**config.mk**
```make
export PLATFORM = sky130hd
export DESIGN_NAME = rle_block_decoder_flat
export DESIGN_NICKNAME = d
export VERILOG_FILES = /design/src/rtl/rle_block_decoder_if.sv /design/src/rtl/rle_block_decoder.sv /design/src/flat_wrapper.sv
export SDC_FILE = /design/constraint.sdc
export NUM_CORES = 1
export LEC_CHECK = 0
export CORE_UTILIZATION = 30
export CTS_BUF_LIST = sky130_fd_sc_hd__clkbuf_4
export DETAILED_ROUTE_END_ITERATION = 8
export GPL_TIMING_DRIVEN = 0
export PLACE_DENSITY = 0.65
export REMOVE_ABC_BUFFERS = 1
export SLEW_MARGIN = 10
export SYNTH_ARGS = -nofsm -noshare
export SYNTH_HDL_FRONTEND = slang
export SYNTH_SLANG_ARGS = --single-unit
```
**constraint.sdc**
```tcl
create_clock -name clk -period 8.35 [get_ports clk]
set_input_delay 1.2525 -clock clk [delete_from_list [all_inputs] [get_ports clk]]
set_output_delay 1.2525 -clock clk [all_outputs]
set_load 0.05 [all_outputs]
```
**src/rtl/rle_block_decoder_if.sv**
```systemverilog
// Handshake bundle for the run-length block decoder.
// Input pairs, output coefficient stream and status counters.
interface rle_block_decoder_if #(
    parameter int DATA_W    = 19,
    parameter int RUN_W     = 4,
    parameter int BLOCK_LEN = 8
) ();
    localparam int IDX_W = $clog2(BLOCK_LEN);

    logic                     in_valid;
    logic                     in_ready;
    logic signed [DATA_W-1:0] in_value;
    logic [RUN_W-1:0]         in_run;
    logic                     out_valid;
    logic                     out_ready;
    logic signed [DATA_W-1:0] out_data;
    logic [IDX_W-1:0]         out_index;
    logic                     out_last;
    logic [15:0]              block_cnt;
    logic                     err;

    modport master (
        output in_valid, in_value, in_run, out_ready,
        input  in_ready, out_valid, out_data, out_index,
        input  out_last, block_cnt, err
    );

    modport slave (
        input  in_valid, in_value, in_run, out_ready,
        output in_ready, out_valid, out_data, out_index,
        output out_last, block_cnt, err
    );
endinterface

```
**src/rtl/rle_block_decoder.sv**
```systemverilog
// Run-length expander: replays (value, run) pairs into
// fixed-length coefficient blocks, one coefficient per cycle.
module rle_block_decoder #(
    parameter int DATA_W    = 19,
    parameter int RUN_W     = 4,
    parameter int BLOCK_LEN = 8
) (
    input logic              clk,
    input logic              rst,
    rle_block_decoder_if.slave bus
);
    localparam int IDX_W = $clog2(BLOCK_LEN);
    localparam int REM_W = IDX_W + 1;
    localparam int CW    = (RUN_W > REM_W) ? RUN_W : REM_W;

    typedef enum logic {EMPTY, EXPAND} state_t;

    logic signed [DATA_W-1:0] r_val;
    logic [REM_W-1:0]         r_rem;
    logic [IDX_W-1:0]         r_idx;
    logic [15:0]              r_block_cnt;
    logic                     r_err;

    state_t                   w_state;
    logic                     w_last;
    logic                     w_in_ready;
    logic                     w_in_fire;
    logic                     w_out_fire;
    logic                     w_run_zero;
    logic                     w_run_over;
    logic [CW-1:0]            w_slots;
    logic [CW-1:0]            w_run;
    logic [REM_W-1:0]         w_rem_load;
    logic [IDX_W-1:0]         w_idx_next;
    logic [REM_W-1:0]         w_rem_next;
    logic [15:0]              w_block_next;
    logic                     w_err_next;
    logic signed [DATA_W-1:0] w_val_next;

    // State decode and handshake events; a pair may be taken while the last copy drains
    always_comb begin
        w_state    = (r_rem == '0) ? EMPTY : EXPAND;
        w_last     = (w_state == EXPAND) && (r_idx == IDX_W'(BLOCK_LEN - 1));
        w_in_ready = !rst && ((r_rem == '0) ||
                     ((r_rem == REM_W'(1)) && bus.out_ready));
        w_out_fire = (w_state == EXPAND) && bus.out_ready;
        w_in_fire  = bus.in_valid && w_in_ready;
    end

    // Next-state: drain one copy, then optionally load a clipped run that stays inside the block
    always_comb begin
        w_idx_next   = r_idx;
        w_rem_next   = r_rem;
        w_block_next = r_block_cnt;
        w_err_next   = r_err;
        w_val_next   = r_val;
        if (w_out_fire) begin
            w_idx_next = r_idx + 1'b1;
            w_rem_next = r_rem - 1'b1;
            if (w_last) begin
                w_block_next = r_block_cnt + 16'd1;
            end
        end
        w_slots    = CW'(BLOCK_LEN) - CW'(w_idx_next);
        w_run      = CW'(bus.in_run);
        w_run_zero = (bus.in_run == '0);
        w_run_over = (w_run > w_slots);
        if (w_run_zero) begin
            w_rem_load = REM_W'(1);
        end else if (w_run_over) begin
            w_rem_load = REM_W'(w_slots);
        end else begin
            w_rem_load = REM_W'(w_run);
        end
        if (w_in_fire) begin
            w_val_next = bus.in_value;
            w_rem_next = w_rem_load;
            if (w_run_zero || w_run_over) begin
                w_err_next = 1'b1;
            end
        end
    end

    // State registers; reset discards any partially expanded block
    always_ff @(posedge clk or posedge rst) begin
        if (rst) begin
            r_val       <= '0;
            r_rem       <= '0;
            r_idx       <= '0;
            r_block_cnt <= '0;
            r_err       <= 1'b0;
        end else begin
            r_val       <= w_val_next;
            r_rem       <= w_rem_next;
            r_idx       <= w_idx_next;
            r_block_cnt <= w_block_next;
            r_err       <= w_err_next;
        end
    end

    assign bus.in_ready  = w_in_ready;
    assign bus.out_valid = (w_state == EXPAND);
    assign bus.out_data  = (w_state == EXPAND) ? r_val : '0;
    assign bus.out_index = r_idx;
    assign bus.out_last  = w_last;
    assign bus.block_cnt = r_block_cnt;
    assign bus.err       = r_err;
endmodule

```
**src/flat_wrapper.sv**
```systemverilog
// flat-port wrapper written by rule: the top's interface ports become plain ports
module rle_block_decoder_flat 
#(
    parameter int DATA_W    = 19,
    parameter int RUN_W     = 4,
    parameter int BLOCK_LEN = 8
)
  (clk, rst, bus_in_valid, bus_in_value, bus_in_run, bus_out_ready, bus_in_ready, bus_out_valid, bus_out_data, bus_out_index, bus_out_last, bus_block_cnt, bus_err);
  rle_block_decoder_if #(.DATA_W(DATA_W), .RUN_W(RUN_W), .BLOCK_LEN(BLOCK_LEN)) bus_i ();
  input logic clk;
  input logic rst;
  input wire logic [$bits(bus_i.in_valid)-1:0] bus_in_valid;
  input wire logic [$bits(bus_i.in_value)-1:0] bus_in_value;
  input wire logic [$bits(bus_i.in_run)-1:0] bus_in_run;
  input wire logic [$bits(bus_i.out_ready)-1:0] bus_out_ready;
  output wire logic [$bits(bus_i.in_ready)-1:0] bus_in_ready;
  output wire logic [$bits(bus_i.out_valid)-1:0] bus_out_valid;
  output wire logic [$bits(bus_i.out_data)-1:0] bus_out_data;
  output wire logic [$bits(bus_i.out_index)-1:0] bus_out_index;
  output wire logic [$bits(bus_i.out_last)-1:0] bus_out_last;
  output wire logic [$bits(bus_i.block_cnt)-1:0] bus_block_cnt;
  output wire logic [$bits(bus_i.err)-1:0] bus_err;
  assign bus_i.in_valid = bus_in_valid;
  assign bus_i.in_value = bus_in_value;
  assign bus_i.in_run = bus_in_run;
  assign bus_i.out_ready = bus_out_ready;
  assign bus_in_ready = bus_i.in_ready;
  assign bus_out_valid = bus_i.out_valid;
  assign bus_out_data = bus_i.out_data;
  assign bus_out_index = bus_i.out_index;
  assign bus_out_last = bus_i.out_last;
  assign bus_block_cnt = bus_i.block_cnt;
  assign bus_err = bus_i.err;
  rle_block_decoder #(.DATA_W(DATA_W), .RUN_W(RUN_W), .BLOCK_LEN(BLOCK_LEN)) u_core (.clk(clk), .rst(rst), .bus(bus_i));
endmodule
```
Word level (Yosys, flattened, before mapping)
Cells that the tools add are included.
Storage, ports and cells
  logic and storage cells: 32
  input bits: 27
  register bits after elaboration: 43
  output and inout bits: 42
Operators by class
  reduce and logical (&&, ||, !) cells: 13
  muxes and demuxes: 7
  add/sub/neg operators: 4
  magnitude comparators: 1
  equal/unequal tests: 2
Operators by type and width (count)
  19-bit 2-to-1 mux: 1
  16-bit by 1-bit adder with 16-bit output, second input constant: 1
  4-bit 2-to-1 mux: 4
  4-bit logical NOT: 2
  1-bit logical AND: 5
  4-bit by 1-bit equality test with 1-bit output, second input constant: 1
  4-bit > comparator: 1
  2-bit AND reduction: 2
  4-bit by 1-bit subtractor with 4-bit output, second input constant: 1
  4-bit by 3-bit subtractor with 4-bit output, first input constant: 1
  3-bit by 1-bit adder with 3-bit output, second input constant: 1
  3-bit equality test, second input constant: 1
  3-bit 2-to-1 mux: 1
  1-bit logical OR: 2
  2-bit nonzero test: 1
  1-bit logical NOT: 1
  1-bit 2-to-1 mux: 1

Longest topological paths before layout
  depth after elaboration: 9
  depth in mapped cells: 16
  gate-level depth less buffers: 14

Worst setup path after synthesis
No wires, ideal clock.
  path kind: in2out
  start: input bus_out_ready
  end: output bus_in_ready
  arrival: 3013 ps
  required time: 7098 ps
  buffers on the path: 1
  slack: 4085 ps
  stages on the path: 3
  cells stage by stage: buf_2 a21oi_1 nor4_1
Between the ends
  word-level cells in the longest chain between the ends: 3
RTL lines
  from (decl): line flat_wrapper.sv:15  | input wire logic [$bits(bus_i.out_ready)-1:0] bus_out_ready;
  1-bit logical AND: line rle_block_decoder.sv:45  | ((r_rem == REM_W'(1)) && bus.out_ready));
  1-bit logical OR: line rle_block_decoder.sv:44  | w_in_ready = !rst && ((r_rem == '0) ||
  1-bit logical AND: line rle_block_decoder.sv:44
  to (decl): line flat_wrapper.sv:16  | output wire logic [$bits(bus_i.in_ready)-1:0] bus_in_ready;
No other way between the ends.

Worst setup path in the final report
Ends and elaborated chain as after synthesis.

==> key figures <==
Outcome
  • Status: completed

Clocking
  • Hold-fix buffers, CTS: 0
  • Skew-Pair Late Insertion Delay: 0.34 ns
  • Post-CTS resize count: 0
  • Num CTS Buffers: 5
  • Clock buffer depth: 2
  • CTS root buffer: clkbuf_4
  • Postcts setup bufs: 0
  • CTS sink cnt: 43
  • H-tree depth: 2
  • CTS tree: yes
  • Clock-pin slew on the worst setup and hold paths: 0.11 ns

Detailed routing
  • 1st-iter DRT viols: 22
  • Drt drc: 0
  • WL per Instance: 11.9 um
  • Vias/cell: 4.52
  • Pre-antenna DRT Iters: 4
  • DRT antenna net count: 0
  • Vias after detailed routing: 1685
  • WL final: 4.42 mm

Yosys
  • Yosys cell types: 39
  • Asr flop ratio synth: 100%
  • EDFF count, synth: 0
  • Main flop type after synthesis: dfrtp_1
  • Syn avg cell area: 11.2 sq um
  • Synth Cell Area: 2290 sq um
  • Synth Register Bits: 43
  • Synth warnings: 0
  • Seq/Total Area, Yosys: 46.9%
  • Cells after synthesis: 205

Global routing
  • Total track usage: 12.3%
  • Initial antenna violation count: 0
  • Largest net degree at the start of global routing: 26
  • Vias in the first global route: 1605
  • First-pass GRT wire length: 7.51 mm
  • Global route overflow: 0

Flow run
  • Max cap viols: 0

Layout
  • Synthesis-to-layout area growth: 37.8%
  • Finished Cell Area: 3160 sq um
  • Finished Layout Cells: 373
  • Fillers: 706
  • Layout cells sized above 1: 13.5%
  • Final #Nets: 311
  • FF/Latch Area: 1080 sq um
  • Area of the multi-input gates: 1120 sq um
  • Ant diodes: 0

STA
  • Max Slew Vio Count: 0
  • Fmax: 224 MHz
  • Relative slew slack: 44.3%
  • Final hold vios: 0
  • Setup clock skew after layout: 0.00911 ns
  • Endpoints failing setup: 0
  • RSZ-0062 raised after global routing: false
  • TNS Setup: 0 ns
  • Slew @ Worst Pin: 0.829 ns
  • Final Cycle Share: 53.4%
  • Final min period: 4.46 ns

Floorplanning
  • Floorplan core area: 7330 sq um
  • Die width: 89.4 um
  • Initial Util: 31.3%
  • Rows: 31
  • Die height: 89.4 um
  • Num ports: 69
  • Die area: 8000 sq um

Setup path
  • CP dominant cell by count: clkdlybuf4s50_1
  • Crit-path max FO: 10
  • CP arrival: 3.20 ns
  • WP data required: 7.10 ns
  • Startpoint types: input pin
  • Cell breakdown of the critical path: clkdlybuf4s50_1 > a21oi_1 > nor4_1 > clkdlybuf4s50_1
  • WS Path Type: in2out
  • CP startpoint: bus_out_ready
  • FF-to-FF Start: u_core.r_rem[0]
  • Max stage delay cell, worst path: clkdlybuf4s50_1
  • Crit end category: primary output
  • Worst stage delay on the critical path: 0.86 ns

Worst hold path
  • Hold Path Origin: u_core.bus.err
  • Hold WC Path Type: reg2reg

Placement
  • Dpl cells: 366
  • IO buf count: 68
  • Placed Area: 3090 sq um
  • Post-DP HPWL: 3.39 mm
  • Final RePlAce weighted congestion: 0.777

Power and ir drop
  • Cell Pwr Density: 380 nW/um^2
  • VDD IR max: 157 uV
  • Leakage: 1.34 nW
worst paths after layout:
kind,endpoint,slack [ns],depth (start not counted)
max,bus_in_ready,3.89,4
max reg2reg,u_core.r_rem[1],4.23,14
min,u_core.bus.err,0.48,1
max in group asynchronous,u_core.r_val[12],6.59,3
min reg2reg,u_core.bus.err,0.48,1
min in group asynchronous,u_core.bus.out_index[2],1.29,2
power by group:
group,leakage (nW),switching [mW],internal (mW)
combinational,0.772,0.441,0.297
clock,0.0417,0.0643,0.0651
sequential,0.527,0.0546,0.279
total,1.34,0.559,0.641
per-layer routing:
metal,track usage [%],up-vias,share of wire [%]
met1,15.1,800,47
met3,2.95,7,4.2
met2,20.6,46,46
li1,-,832,-
met4,5.48,0,2.1
met5,0,-,0
state kept, by name (all words and copies together) (netlist names):
signal,count
u_core.bus.block_cnt,16
u_core.bus.err,1
u_core.bus.out_index,3
u_core.r_rem,4
u_core.r_val,19
cells in the mapped netlist, drive strengths merged (2+ instances only):
master  number  area share, %
a21oi        6            1.3
a31oi        3           0.82
and2        23            6.3
buf          6            1.6
clkbuf       2           0.33
dfrtp       43             47
ha          10            5.5
inv         14            2.3
mux2        21             10
nand2        7            1.1
nand2b       2           0.55
nand3        5            1.1
nand4        2            1.2
nor2        11            1.8
nor2b        3           0.82
nor3         4           0.87
nor4         5            2.9
o21ai        2           0.44
or3          2           0.55
xnor2       10            3.8
xor2        10            3.8
layout make-up:
type                    instances  share of cell area, %
flip-flops and latches         43                   34.0
well taps                      99                   3.92
repair buffers                 70                   22.5
clock buffers                   6                   1.43
inverters                      14                   1.66
multi-input cells             140                   35.5
clock inverters                 1                  0.950
kinds of logic after synthesis:
family | synth area share, %
simple gates | 19.7
flops | 46.9
buf+inv | 4.20
mux | 10.7
xor+xnor | 7.64
compound gates | 5.29
fa+ha+maj | 5.46
metrics by stage:
step                setup slack (ns)  util [%]  power [mW]  hold WS, ns
floorplan                       4.29         -       0.864        0.472
global placement                3.71      41.7        1.07        0.457
detailed placement              3.64      42.1        1.08        0.461
CTS                             3.88      43.1        1.22        0.493
global route                    3.76      43.1        1.30        0.519
finish                          3.89      43.1        1.20        0.483
cell usage in the layout, fill, tap and decap left out, drive strengths merged:
cell type | netlist | final
a311oi | 1 | 1
nand4b | 1 | 1
o32a | 1 | 1
a21oi | 6 | 6
a211o | 1 | 1
xor2 | 10 | 10
clkbuf | 2 | 6
mux2 | 21 | 21
mux2i | 1 | 1
o21ai | 2 | 2
bufinv | 0 | 1
nor2b | 3 | 3
buf | 6 | 2
a31oi | 3 | 3
or3 | 2 | 2
ha | 10 | 10
clkdlybuf4s50 | 0 | 68
nand2b | 2 | 2
nand2 | 7 | 7
dfrtp | 43 | 43
nand3 | 5 | 5
or3b | 1 | 1
nand3b | 1 | 1
nor3 | 4 | 4
a32oi | 1 | 1
o21a | 1 | 1
and4bb | 1 | 1
xnor2 | 10 | 10
and2 | 23 | 23
nand4 | 2 | 2
or4 | 1 | 1
inv | 14 | 14
nor2 | 11 | 11
o32ai | 1 | 1
a32o | 1 | 1
and4 | 1 | 1
nor4 | 5 | 5
critical path, delay by kind of cell:
kind | cells | cell delay (ns)
AOI/OAI and AO/OA | 1 | 0.19
buffers and inverters | 2 | 1.56
and+or+nand+nor | 1 | 0.20
No activity file was read; power rests on OpenSTA's default activity.
==> RTL edit 1, RTL diff (config.mk and constraints unchanged) <==
`DATA_W` is set to 19 in 3 places; all go to 27.
--- a/src/rtl/rle_block_decoder_if.sv
+++ b/src/rtl/rle_block_decoder_if.sv
@@ -1,7 +1,7 @@
 // Handshake bundle for the run-length block decoder.
 // Input pairs, output coefficient stream and status counters.
 interface rle_block_decoder_if #(
-    parameter int DATA_W    = 19,
+    parameter int DATA_W    = 27,
     parameter int RUN_W     = 4,
     parameter int BLOCK_LEN = 8
 ) ();
--- a/src/rtl/rle_block_decoder.sv
+++ b/src/rtl/rle_block_decoder.sv
@@ -1,7 +1,7 @@
 // Run-length expander: replays (value, run) pairs into
 // fixed-length coefficient blocks, one coefficient per cycle.
 module rle_block_decoder #(
-    parameter int DATA_W    = 19,
+    parameter int DATA_W    = 27,
     parameter int RUN_W     = 4,
     parameter int BLOCK_LEN = 8
 ) (
--- a/src/flat_wrapper.sv
+++ b/src/flat_wrapper.sv
@@ -1,7 +1,7 @@
 // flat-port wrapper written by rule: the top's interface ports become plain ports
 module rle_block_decoder_flat 
 #(
-    parameter int DATA_W    = 19,
+    parameter int DATA_W    = 27,
     parameter int RUN_W     = 4,
     parameter int BLOCK_LEN = 8
 )
Interface: changed (resized bus_in_value and bus_out_data); port bits go from 69 to 85. No check against the original RTL was run, so the function may have changed too.
==> RTL edit 1 against the unedited design <==
Via count rose by 12%. Wire length grew 19%. Worst hold slack worse by 0.0077 ns. Sequential cell count rose by 8. Setup slack improved by 0.11 ns. Combinational power is 22% higher. Area after synthesis increased by 16%. Design area grew 17%. Clock power grew 6%. Fmax increased by 2.6%. Sequential share of layout area increased by 0.47 points. Count of clock-buffer cells in the layout fell by 1. Power grew 20%.
==> RTL edit 1: results (changes against the unedited design) <==
* Status: finished, final reports clean (unchanged)
* M2 GR Usage at 0.1992 (was 0.2061)
* Synth cell count leaders: 51 x dfrtp_1, 30 x and2_1, 29 x mux2_2 (was 43 x dfrtp_1, 23 x and2_1, 21 x mux2_2)
* Register area at 0.001276 mm2 (was 0.001076 mm2)
* Inverters at 11 (was 14)
* Worst vdd ir at 0.2068 mV (was 0.1568 mV)
* Multi-In Gates at 152 (was 140)
* Reg2Reg Depth at 15 (was 14)
* 1st-iter DRT viols at 33 (was 22)
* Top cells by area, synth: dfrtp_1 48%, mux2_2 12%, and2_1 7.1%, ha_1 4.7%, xnor2_1 4.3% (was dfrtp_1 47%, mux2_2 10%, and2_1 6.3%, ha_1 5.5%, xnor2_1 3.8%)
* Reg clk slew, reported paths at 0.14 ns (was 0.11 ns)
* Signal buffers share of area at 0.2389 (was 0.2253)
* Met2 routed WL at 2.442 mm (was 2.055 mm)
* Pin count of the biggest net entering global routing at 33 (was 26)
* M1 WL at 2.425 mm (was 2.089 mm)
* Multi-input combinational area share at 0.3489 (was 0.3547)
* Met3 GRT Util at 0.02370 (was 0.02955)
* Placed cell area at 0.003622 mm2 (was 0.003085 mm2)
* Fillers at 795 (was 706)
* FF+latch count, synth at 51 (was 43)
* GPL Wtd Cong at 0.7600 (was 0.7770)
* Clk_lat worst skew at 0.36 ns (was 0.34 ns)
* Routed WL at 5.270 mm (was 4.423 mm)
* Input/output buffers at 84 (was 68)
* Critical Path AT at 3.09 ns (was 3.20 ns)
* Netlist cell types at 42 (was 39)
## RTL edit 1: how the worst min path moves through the flow
stage / start / to / slack, ns
3_5_place_dp: u_core.bus.err / u_core.bus.err / 0.45
2_1_floorplan: u_core.r_val[0] / u_core.r_val[0] / 0.47
3_3_place_gp: u_core.bus.block_cnt[15] / u_core.bus.block_cnt[15] / 0.46
6_report: u_core.bus.block_cnt[15] / u_core.bus.block_cnt[15] / 0.48
5_1_grt: u_core.bus.block_cnt[15] / u_core.bus.block_cnt[15] / 0.49
4_1_cts: u_core.bus.block_cnt[15] / u_core.bus.block_cnt[15] / 0.49
## RTL edit 1: stage by stage
step	hold slack, ns	std cells	total power [mW]	setup WS [ns]
2_1_floorplan	0.4721	214	1.048	4.294
3_3_place_gp	0.4631	403	1.306	3.783
3_5_place_dp	0.4523	406	1.321	3.760
4_1_cts	0.4858	413	1.464	3.985
5_1_grt	0.4923	413	1.541	3.909
6_report	0.4755	413	1.444	4.005
## RTL edit 1: critical path, delay by kind of cell
kind,cells,cell delay (ns)
buffers and inverters,2,1.48
AOI/OAI and AO/OA,1,0.17
and+or+nand+nor,1,0.19
## RTL edit 1: cells by family after synthesis
family / count (synthesis) / share of synthesized area
AND/OR/NAND/NOR: 74 / 0.1949
multiplexers: 30 / 0.1266
AO/OA/AOI/OAI: 18 / 0.04803
flip-flops: 51 / 0.4802
adder cells (fa/ha/maj): 10 / 0.04708
XOR/XNOR: 20 / 0.06874
buffers and inverters: 19 / 0.03437
## RTL edit 1: where the power goes
part / internal (mW) / leakage, nW / switching, mW
sequential: 0.336 / 0.642 / 0.0696
combinational: 0.360 / 0.858 / 0.541
clock: 0.0615 / 0.0373 / 0.0757
==> RTL edit 2, RTL diff (same flow settings) <==
Without the edit above. Reset style: synchronous (`rst`), changed in one clocked block.
--- a/src/rtl/rle_block_decoder.sv
+++ b/src/rtl/rle_block_decoder.sv
@@ -82,7 +82,7 @@
     end
 
     // State registers; reset discards any partially expanded block
-    always_ff @(posedge clk or posedge rst) begin
+    always_ff @(posedge clk) begin
         if (rst) begin
             r_val       <= '0;
             r_rem       <= '0;
Formal check against the unedited RTL: differs if rst is asserted again (counterexample within 4 cycles, from zero or initial values and one cycle with rst high); with rst held inactive, the same outputs for 10 cycles.
==> RTL edit 2 against the unedited design <==
Combinational power down 30%. Setup slack worse by 0.14 ns. Power down 23%. Sequential cell count unchanged. Non-clock buffer count down 1. Critical path depth unchanged. Synthesized cell count up 29%. Wire length up 17%. Area after synthesis down 1.5%. Design area down 2.5%. Critical path type unchanged. Largest cell class unchanged.
==> RTL edit 2: results (changes against the unedited design) <==
* Status: finished, final reports clean (unchanged)
* GPL Wtd Cong at 0.7680 (was 0.7770)
* Placed cell area at 0.002999 mm2 (was 0.003085 mm2)
* M1 WL at 2.469 mm (was 2.089 mm)
* R2r setup slk at 4.36 ns (was 4.23 ns)
* Share of cells above drive strength 1 at 0.06442 (was 0.1350)
* Place WS at 3.597 ns (was 3.638 ns)
* Detailed Place HPWL at 3.608 mm (was 3.389 mm)
* Top cells by area, synth: dfxtp_1 38%, nand2_1 7.5%, nand3b_1 6.6%, and2_1 5.8%, ha_1 5.5% (was dfrtp_1 47%, mux2_2 10%, and2_1 6.3%, ha_1 5.5%, xnor2_1 3.8%)
* Min-delay src: u_core.bus.err (unchanged)
* Net Sw Frac at 0.4566 (was 0.4660)
* Pin count of the biggest net entering global routing at 46 (was 26)
* FF-to-FF End: u_core.r_rem[1] (unchanged)
* Reg-to-Reg Start: u_core.r_rem[0] (unchanged)
* Signal buffers share of area at 0.2242 (was 0.2253)
* Internal power at 500.1 uW (was 641.2 uW)
* Worst vdd ir at 0.1294 mV (was 0.1568 mV)
* First-pass GRT wire length at 8.618 mm (was 7.514 mm)
* Met2 routed WL at 2.419 mm (was 2.055 mm)
* Netlist cell types at 44 (was 39)
* Critical Path AT at 3.35 ns (was 3.20 ns)
* Via count at 2009 (was 1685)
* Die W at 88.79 um (was 89.44 um)
* GRT Total Usage at 0.1380 (was 0.1231)
* Fillers at 731 (was 706)
* Skew final at 0.02468 ns (was 0.009111 ns)
* Seq/total area at 0.2794 (was 0.3405)
* Buffers excl. clock at 69 (was 70)
* Leak at 1.212 nW (was 1.341 nW)
* Met1 Track Usage GR at 0.1756 (was 0.1507)
* Top fanout value on the critical path at 13 (was 10)
* Multi-In Gates at 197 (was 140)
* Vias in the first global route at 1942 (was 1605)
* M2 GR Usage at 0.2315 (was 0.2061)
* Reg2Reg Depth at 15 (was 14)
-- RTL edit 2: cell count changes in the layout (fill, tap and decap cells not counted), moves of 10 or more --
| cell | unedited run | this run |
|---|---|---|
| dfrtp_1 | 43 | 0 |
| dfxtp_1 | 0 | 43 |
| mux2_2 | 21 | 0 |
| nand2_1 | 7 | 45 |
| nand3b_1 | 1 | 20 |
| nor2_1 | 11 | 21 |
-- RTL edit 2: worst max-delay path, delay by kind of cell --
family | cells | cell delay, ns
buffers and inverters | 2 | 1.66
and+or+nand+nor | 1 | 0.24
AOI/OAI and AO/OA | 1 | 0.19
-- RTL edit 2: cells by family (layout without fill, tap and decap cells) --
| group | Yosys count | in the layout |
|---|---|---|
| compound gates | 20 | 20 |
| xor+xnor | 17 | 17 |
| fa+ha+maj | 10 | 10 |
| buf+inv | 25 | 86 |
| flops | 43 | 43 |
| mux | 3 | 3 |
| simple gates | 147 | 147 |
